[config.mk]
export PLATFORM = sky130hd
export DESIGN_NAME = vram_arbiter
export DESIGN_NICKNAME = d
export VERILOG_FILES = /design/src/rtl/vram_arbiter.sv
export SDC_FILE = /design/constraint.sdc
export NUM_CORES = 1
export LEC_CHECK = 0
export CAP_MARGIN = 10
export CORE_MARGIN = 2
export CORE_UTILIZATION = 50
export CTS_CLUSTER_DIAMETER = 40
export DETAILED_ROUTE_END_ITERATION = 16
export DONT_BUFFER_PORTS = 1
export PLACE_DENSITY = 0.73
export SYNTH_ARGS = -nofsm -noshare
export SYNTH_HDL_FRONTEND = slang
export SYNTH_SLANG_ARGS = --single-unit
[constraint.sdc]
create_clock -name clk -period 2.3 [get_ports clk]
set_input_delay 0.69 -clock clk [delete_from_list [all_inputs] [get_ports clk]]
set_output_delay 0.69 -clock clk [all_outputs]
set_load 0.02 [all_outputs]
[src/rtl/vram_arbiter.sv]
// Slot-based arbiter sharing one synchronous single-port VRAM between display fetch and CPU.
// Reads return two clk edges after issue through a small owner pipeline.
module vram_arbiter #(
  parameter int DISPLAY_SLOTS = 2
) (
  input  logic        clk,
  input  logic        reset,
  input  logic        slot_en,
  input  logic        disp_req,
  input  logic [15:0] disp_addr,
  output logic        disp_ack,
  output logic [7:0]  disp_rdata,
  output logic        disp_rvalid,
  input  logic        cpu_req,
  input  logic        cpu_we,
  input  logic [15:0] cpu_addr,
  input  logic [7:0]  cpu_wdata,
  output logic        cpu_busy,
  output logic [7:0]  cpu_rdata,
  output logic        cpu_rvalid,
  output logic [14:0] mem_addr,
  output logic        mem_we,
  output logic [7:0]  mem_wdata,
  input  logic [7:0]  mem_rdata
);

  localparam logic [2:0] DISP_SLOTS = 3'(DISPLAY_SLOTS);

  typedef enum logic [1:0] {
    GNT_NONE = 2'd0,
    GNT_DISP = 2'd1,
    GNT_CPU  = 2'd2
  } grant_e;

  grant_e      grant_s;
  logic        disp_pri_s;
  logic        capture_s;
  logic        addr_msb_unused;

  logic [1:0]  slot_q, slot_d;
  logic        buf_valid_q, buf_valid_d;
  logic        buf_we_q, buf_we_d;
  logic [14:0] buf_addr_q, buf_addr_d;
  logic [7:0]  buf_wdata_q, buf_wdata_d;
  logic        cpu_busy_q, cpu_busy_d;
  logic        disp_ack_q, disp_ack_d;
  logic [14:0] mem_addr_q, mem_addr_d;
  logic        mem_we_q, mem_we_d;
  logic [7:0]  mem_wdata_q, mem_wdata_d;
  logic        p1_valid_q, p1_valid_d;
  logic        p1_cpu_q, p1_cpu_d;
  logic        p2_valid_q, p2_valid_d;
  logic        p2_cpu_q, p2_cpu_d;
  logic        disp_rvalid_q, disp_rvalid_d;
  logic        cpu_rvalid_q, cpu_rvalid_d;
  logic [7:0]  disp_rdata_q, disp_rdata_d;
  logic [7:0]  cpu_rdata_q, cpu_rdata_d;

  // VRAM is 32K; the top address bit of both requesters is discarded
  assign addr_msb_unused = disp_addr[15] ^ cpu_addr[15];

  // Slot counter and grant selection
  always_comb begin
    slot_d     = slot_q;
    grant_s    = GNT_NONE;
    disp_pri_s = ({1'b0, slot_q} < DISP_SLOTS);
    if (slot_en) begin
      slot_d = slot_q + 2'd1;
      if (disp_pri_s) begin
        if (disp_req) begin
          grant_s = GNT_DISP;
        end else if (buf_valid_q) begin
          grant_s = GNT_CPU;
        end else begin
          grant_s = GNT_NONE;
        end
      end else begin
        if (buf_valid_q) begin
          grant_s = GNT_CPU;
        end else if (disp_req) begin
          grant_s = GNT_DISP;
        end else begin
          grant_s = GNT_NONE;
        end
      end
    end else begin
      grant_s = GNT_NONE;
    end
  end

  // CPU one-entry buffer and busy flag
  always_comb begin
    capture_s   = cpu_req && !cpu_busy_q;
    buf_valid_d = buf_valid_q;
    buf_we_d    = buf_we_q;
    buf_addr_d  = buf_addr_q;
    buf_wdata_d = buf_wdata_q;
    cpu_busy_d  = cpu_busy_q;
    // buf_valid_q implies cpu_busy_q, so capture and CPU issue never coincide
    if (capture_s) begin
      buf_valid_d = 1'b1;
      buf_we_d    = cpu_we;
      buf_addr_d  = cpu_addr[14:0];
      buf_wdata_d = cpu_wdata;
      cpu_busy_d  = 1'b1;
    end else if (grant_s == GNT_CPU) begin
      buf_valid_d = 1'b0;
      if (buf_we_q) begin
        cpu_busy_d = 1'b0;
      end else begin
        cpu_busy_d = 1'b1;
      end
    end else if (p2_valid_q && p2_cpu_q) begin
      cpu_busy_d = 1'b0;
    end else begin
      cpu_busy_d = cpu_busy_q;
    end
  end

  // Memory port, ack and read-return owner pipeline
  always_comb begin
    mem_addr_d  = mem_addr_q;
    mem_we_d    = 1'b0;
    mem_wdata_d = mem_wdata_q;
    disp_ack_d  = 1'b0;
    p1_valid_d  = 1'b0;
    p1_cpu_d    = 1'b0;
    case (grant_s)
      GNT_DISP: begin
        mem_addr_d = disp_addr[14:0];
        disp_ack_d = 1'b1;
        p1_valid_d = 1'b1;
        p1_cpu_d   = 1'b0;
      end
      GNT_CPU: begin
        mem_addr_d  = buf_addr_q;
        mem_we_d    = buf_we_q;
        mem_wdata_d = buf_wdata_q;
        p1_valid_d  = !buf_we_q;
        p1_cpu_d    = 1'b1;
      end
      default: begin
        mem_we_d = 1'b0;
      end
    endcase
    p2_valid_d    = p1_valid_q;
    p2_cpu_d      = p1_cpu_q;
    disp_rvalid_d = p2_valid_q && !p2_cpu_q;
    cpu_rvalid_d  = p2_valid_q && p2_cpu_q;
    if (disp_rvalid_d) begin
      disp_rdata_d = mem_rdata;
    end else begin
      disp_rdata_d = disp_rdata_q;
    end
    if (cpu_rvalid_d) begin
      cpu_rdata_d = mem_rdata;
    end else begin
      cpu_rdata_d = cpu_rdata_q;
    end
  end

  // State registers
  always_ff @(posedge clk or negedge reset) begin
    if (!reset) begin
      slot_q        <= 2'd0;
      buf_valid_q   <= 1'b0;
      buf_we_q      <= 1'b0;
      buf_addr_q    <= 15'd0;
      buf_wdata_q   <= 8'd0;
      cpu_busy_q    <= 1'b0;
      disp_ack_q    <= 1'b0;
      mem_addr_q    <= 15'd0;
      mem_we_q      <= 1'b0;
      mem_wdata_q   <= 8'd0;
      p1_valid_q    <= 1'b0;
      p1_cpu_q      <= 1'b0;
      p2_valid_q    <= 1'b0;
      p2_cpu_q      <= 1'b0;
      disp_rvalid_q <= 1'b0;
      cpu_rvalid_q  <= 1'b0;
      disp_rdata_q  <= 8'd0;
      cpu_rdata_q   <= 8'd0;
    end else begin
      slot_q        <= slot_d;
      buf_valid_q   <= buf_valid_d;
      buf_we_q      <= buf_we_d;
      buf_addr_q    <= buf_addr_d;
      buf_wdata_q   <= buf_wdata_d;
      cpu_busy_q    <= cpu_busy_d;
      disp_ack_q    <= disp_ack_d;
      mem_addr_q    <= mem_addr_d;
      mem_we_q      <= mem_we_d;
      mem_wdata_q   <= mem_wdata_d;
      p1_valid_q    <= p1_valid_d;
      p1_cpu_q      <= p1_cpu_d;
      p2_valid_q    <= p2_valid_d;
      p2_cpu_q      <= p2_cpu_d;
      disp_rvalid_q <= disp_rvalid_d;
      cpu_rvalid_q  <= cpu_rvalid_d;
      disp_rdata_q  <= disp_rdata_d;
      cpu_rdata_q   <= cpu_rdata_d;
    end
  end

  assign disp_ack    = disp_ack_q;
  assign disp_rdata  = disp_rdata_q;
  assign disp_rvalid = disp_rvalid_q;
  assign cpu_busy    = cpu_busy_q;
  assign cpu_rdata   = cpu_rdata_q;
  assign cpu_rvalid  = cpu_rvalid_q;
  assign mem_addr    = mem_addr_q;
  assign mem_we      = mem_we_q;
  assign mem_wdata   = mem_wdata_q;

endmodule

==> results <==
- The run finished with clean final reports.
- Yosys mapped a number of flops with a built-in enable equal to 0.
- The final layout contains routed wiring with a total length of 4.93 mm.
- For the finished layout, the period the worst path requires is 1.56 ns.
- The ratio of total power to cell area is 1560 mW/mm2.
- The peak supply drop is 741 uV.
- In the routed design, unresolved DRC markers number 0.
- The most common cell in the synthesized netlist is dfrtp_1.
- The tool flagged a number of max-cap violations equal to 0.
- The chip height is 80.9 um.
- The most area-hungry cell type in the Yosys netlist is dfrtp_1.
- For the pin with the worst max-slew slack, the measured transition is 0.435 ns.
- In the synthesized netlist the async set-or-reset flop fraction comes to 100%.
- TritonCTS built the clock tree.
- The I/O pin total is 98.
- The startpoint identified for the worst register-to-register timing path is slot_q[1].
- The number of global-route vias before repair came to 1681.
- The number of pins exceeding their max-slew limit in the final report was 0.
- Buffers placed on the I/O ports in this run total 0.
- The startpoint class of the critical path is a flip-flop.
- The CTS clock-pin slew for the worst setup and hold paths is 0.08 ns.
- The cell count after synthesis came out at 199.
- Dividing the detail-routed via count by the number of cells gives 5.35.
- Routability-driven placement finished with a final weighted congestion of 0.686.
- Sorting the synthesized cells by how often they occur yields dfrtp_1 (75), mux2_2 (38), nand2_1 (18), mux2i_1 (15), o21ai_0 (15).
- Detailed placement finished with a half-perimeter wire length of 3.32 mm.
- The first detailed-routing pass ran for 4 iterations.
- The fraction of final layout cells with drive strength greater than 1 is 33.3%.
- The maximum level of the CTS H-tree is 3.
- The clock latency of the later-clocked register in the worst-skew pair is 0.34 ns.
- The worst hold margin is 0.0390 ns.
- The most used flip-flop cell after synthesis is dfrtp_1.
- For this run, the total global-route usage over all layers was measured as 16.4%.
- The leakage dissipation is 1.47 nW.
- The final-report hold violation count is 0.
- After routing the design area is 0.00328 mm2.
- The number of antenna repair diodes is 0.
- The slack of the worst reg-to-reg path is 0.74 ns.
- The initial utilization of the core area, before any placement, comes to 50.9%.
- The clock skew after layout is 0.00981 ns.
- STA classifies the critical path endpoint as a flip-flop.
- The start-to-end type of the worst setup path is reg2reg.
- The number of antenna violations at the first check in global routing is 0.
- The number of nets in the layout is 261.
- The filler cells instantiated in the layout total 505.
- After synthesis, the netlist uses 23 different library cells.
- The count of nets left with antenna violations once routing finished came out at 0.
- The worst flop-to-flop path endpoint is mem_wdata[6].
- For the worst setup path, the data required time is 2.53 ns.
- The post-layout utilization of the core is 56.4%.
- The die width is 80.9 um.
- The number of nets handed over by synthesis was 255.
- After synthesis, the cell types taking the most area are dfrtp_1 (63%), mux2_2 (14%), mux2_4 (5.1%).
- The relative slew slack is 70.9%.
- The overall power consumption is 5.13 mW.
- The maximum net fanout on the critical path is 15.
- For this design, the sink count on the clock tree is 75.
- The synthesized flop and latch total is 75.
- No sink is reached through more buffers than the 2 on the longest clock path.
- The cell sitting at the root of the clock tree is a clkbuf_8.
- In this run, post-CTS hold repair placed 0 buffers.
- The initialized floorplan defines 28 standard-cell rows.
- The mapped cell area is 0.00296 mm2.
- The total overflow left after global routing is 0.
- The top achievable clock speed is 639 MHz.
- The core footprint is 0.00582 mm2.
- The quantity of gates resized following cts is 0.
- In this run the mean area of a mapped cell was 14.9 um2.
- The portion of synthesized cell area occupied by the leading cell type is 63.4%.
- Buffers added to address setup during post-CTS repair amount to 0.
- The final route contains 1525 vias.
- For the worst flop-to-flop path, the logic depth is 5.
- In the final routed layout, each cell accounts on average for 17.3 um.
- The maximum number of pins on one net before global-route repair is 76.
- Counting the buffers created by CTS gives 9.
- Relative to the synthesized area, the layout overhead comes to 10.9%.
- The die covers 0.00655 mm2.
- Sequential cells were found to cover 63.4% of the synthesized design area.
- The first global-routing pass estimated 7.91 mm of wire.
- The violation count after the first detailed-route iteration is 51.
- In the final layout, flip-flops and latches occupy 0.00188 mm2.
- The area used by multi-input combinational logic is 997 um2.
- The arrival time reported for the critical path endpoint is 1.79 ns.
- The share of the cycle needed by the critical path after routing is 68.0%.
- After detailed placement, the total cell area comes to 0.00302 mm2.
- The tightest min-delay check is of the in2async type.
- The Yosys step of the flow raised 0 warnings.
- Setup total negative slack on the finished layout was measured at 0 ns.
- Setup repair after global routing left no endpoint under its margin.
- The final setup violation count is 0.
power breakdown:
group / switching, mW / total [mW] / internal (mW)
Combinational: 0.400 / 1.05 / 0.647
Sequential: 0.835 / 2.78 / 1.94
Clock: 0.474 / 1.31 / 0.835
layout by cell type, fill, tap and decap left out:
cell / Yosys / layout
clkinv_4: 0 / 2
and2_1: 1 / 1
mux2i_1: 15 / 15
xor2_1: 1 / 1
and3_1: 1 / 1
nor2b_2: 0 / 1
bufinv_16: 0 / 4
a21o_1: 1 / 1
clkbuf_8: 0 / 9
nand3_1: 1 / 1
inv_1: 3 / 3
nor2b_1: 3 / 2
buf_4: 2 / 5
clkbuf_1: 3 / 1
a311o_1: 1 / 1
xnor2_1: 1 / 1
o21ba_2: 1 / 1
nand2_1: 18 / 18
ha_1: 2 / 2
mux2_4: 10 / 10
mux2_2: 38 / 38
o21ai_0: 15 / 15
o211ai_1: 1 / 1
dfrtp_1: 75 / 75
o211a_1: 1 / 1
final cells by class:
type | count | share of cell area, %
well taps | 75 | 2.86
multi-input cells | 111 | 30.4
flip-flops and latches | 75 | 57.2
clock buffers | 10 | 3.89
inverters | 3 | 0.343
clock inverters | 6 | 4.19
repair buffers | 5 | 1.14
state kept, by name (all words and copies together) (netlist names), 2 cells and up:
signal,cells
cpu_rdata,8
slot_q,2
buf_addr_q,15
mem_wdata,8
buf_wdata_q,8
mem_addr,15
disp_rdata,8
metal layers:
metal  GRT usage (%)  vias to the layer above  part of all wire, %
met1            19.6                      749                   40
met3            6.56                        9                   10
met4            9.15                        0                  1.7
met2            25.1                       64                   48
li1                -                      703                    -
met5               0                        -                    0
through the flow:
step                instances  setup slack, ns
floorplan                 199            0.475
global route              285            0.652
CTS                       285            0.717
finish                    285            0.736
detailed placement        269            0.432
global placement          269            0.422
worst max path at each step:
| stage | start | to | slack, ns | cells after the start |
|---|---|---|---|---|
| final | slot_q[1] | mem_wdata[6] | 0.74 | 5 |
| after detailed placement | disp_req | mem_wdata[6] | 0.43 | 5 |
| after global placement | disp_req | mem_wdata[4] | 0.42 | 5 |
| after CTS | slot_q[1] | mem_wdata[0] | 0.72 | 5 |
| after global routing | slot_q[1] | mem_wdata[2] | 0.65 | 5 |
| after floorplan | disp_req | mem_wdata[3] | 0.48 | 6 |
cell families (layout without fill, tap and decap cells):
group / Yosys count / in the layout / synth area share (%)
buf+inv: 13 / 24 / 2.96
simple gates: 24 / 24 / 3.51
mux: 63 / 63 / 24.6
compound gates: 20 / 20 / 4.06
fa+ha+maj: 2 / 2 / 0.846
flops: 75 / 75 / 63.4
xor+xnor: 2 / 2 / 0.592
worst max-delay path, cell delays in order, from the launching register on:
cell     delay [ns]
dfrtp_1        0.41
nand2_1        0.09
nand3_1        0.10
ha_1           0.22
buf_4          0.28
mux2_2         0.36
Note: power is estimated with default switching activity, not from simulation.
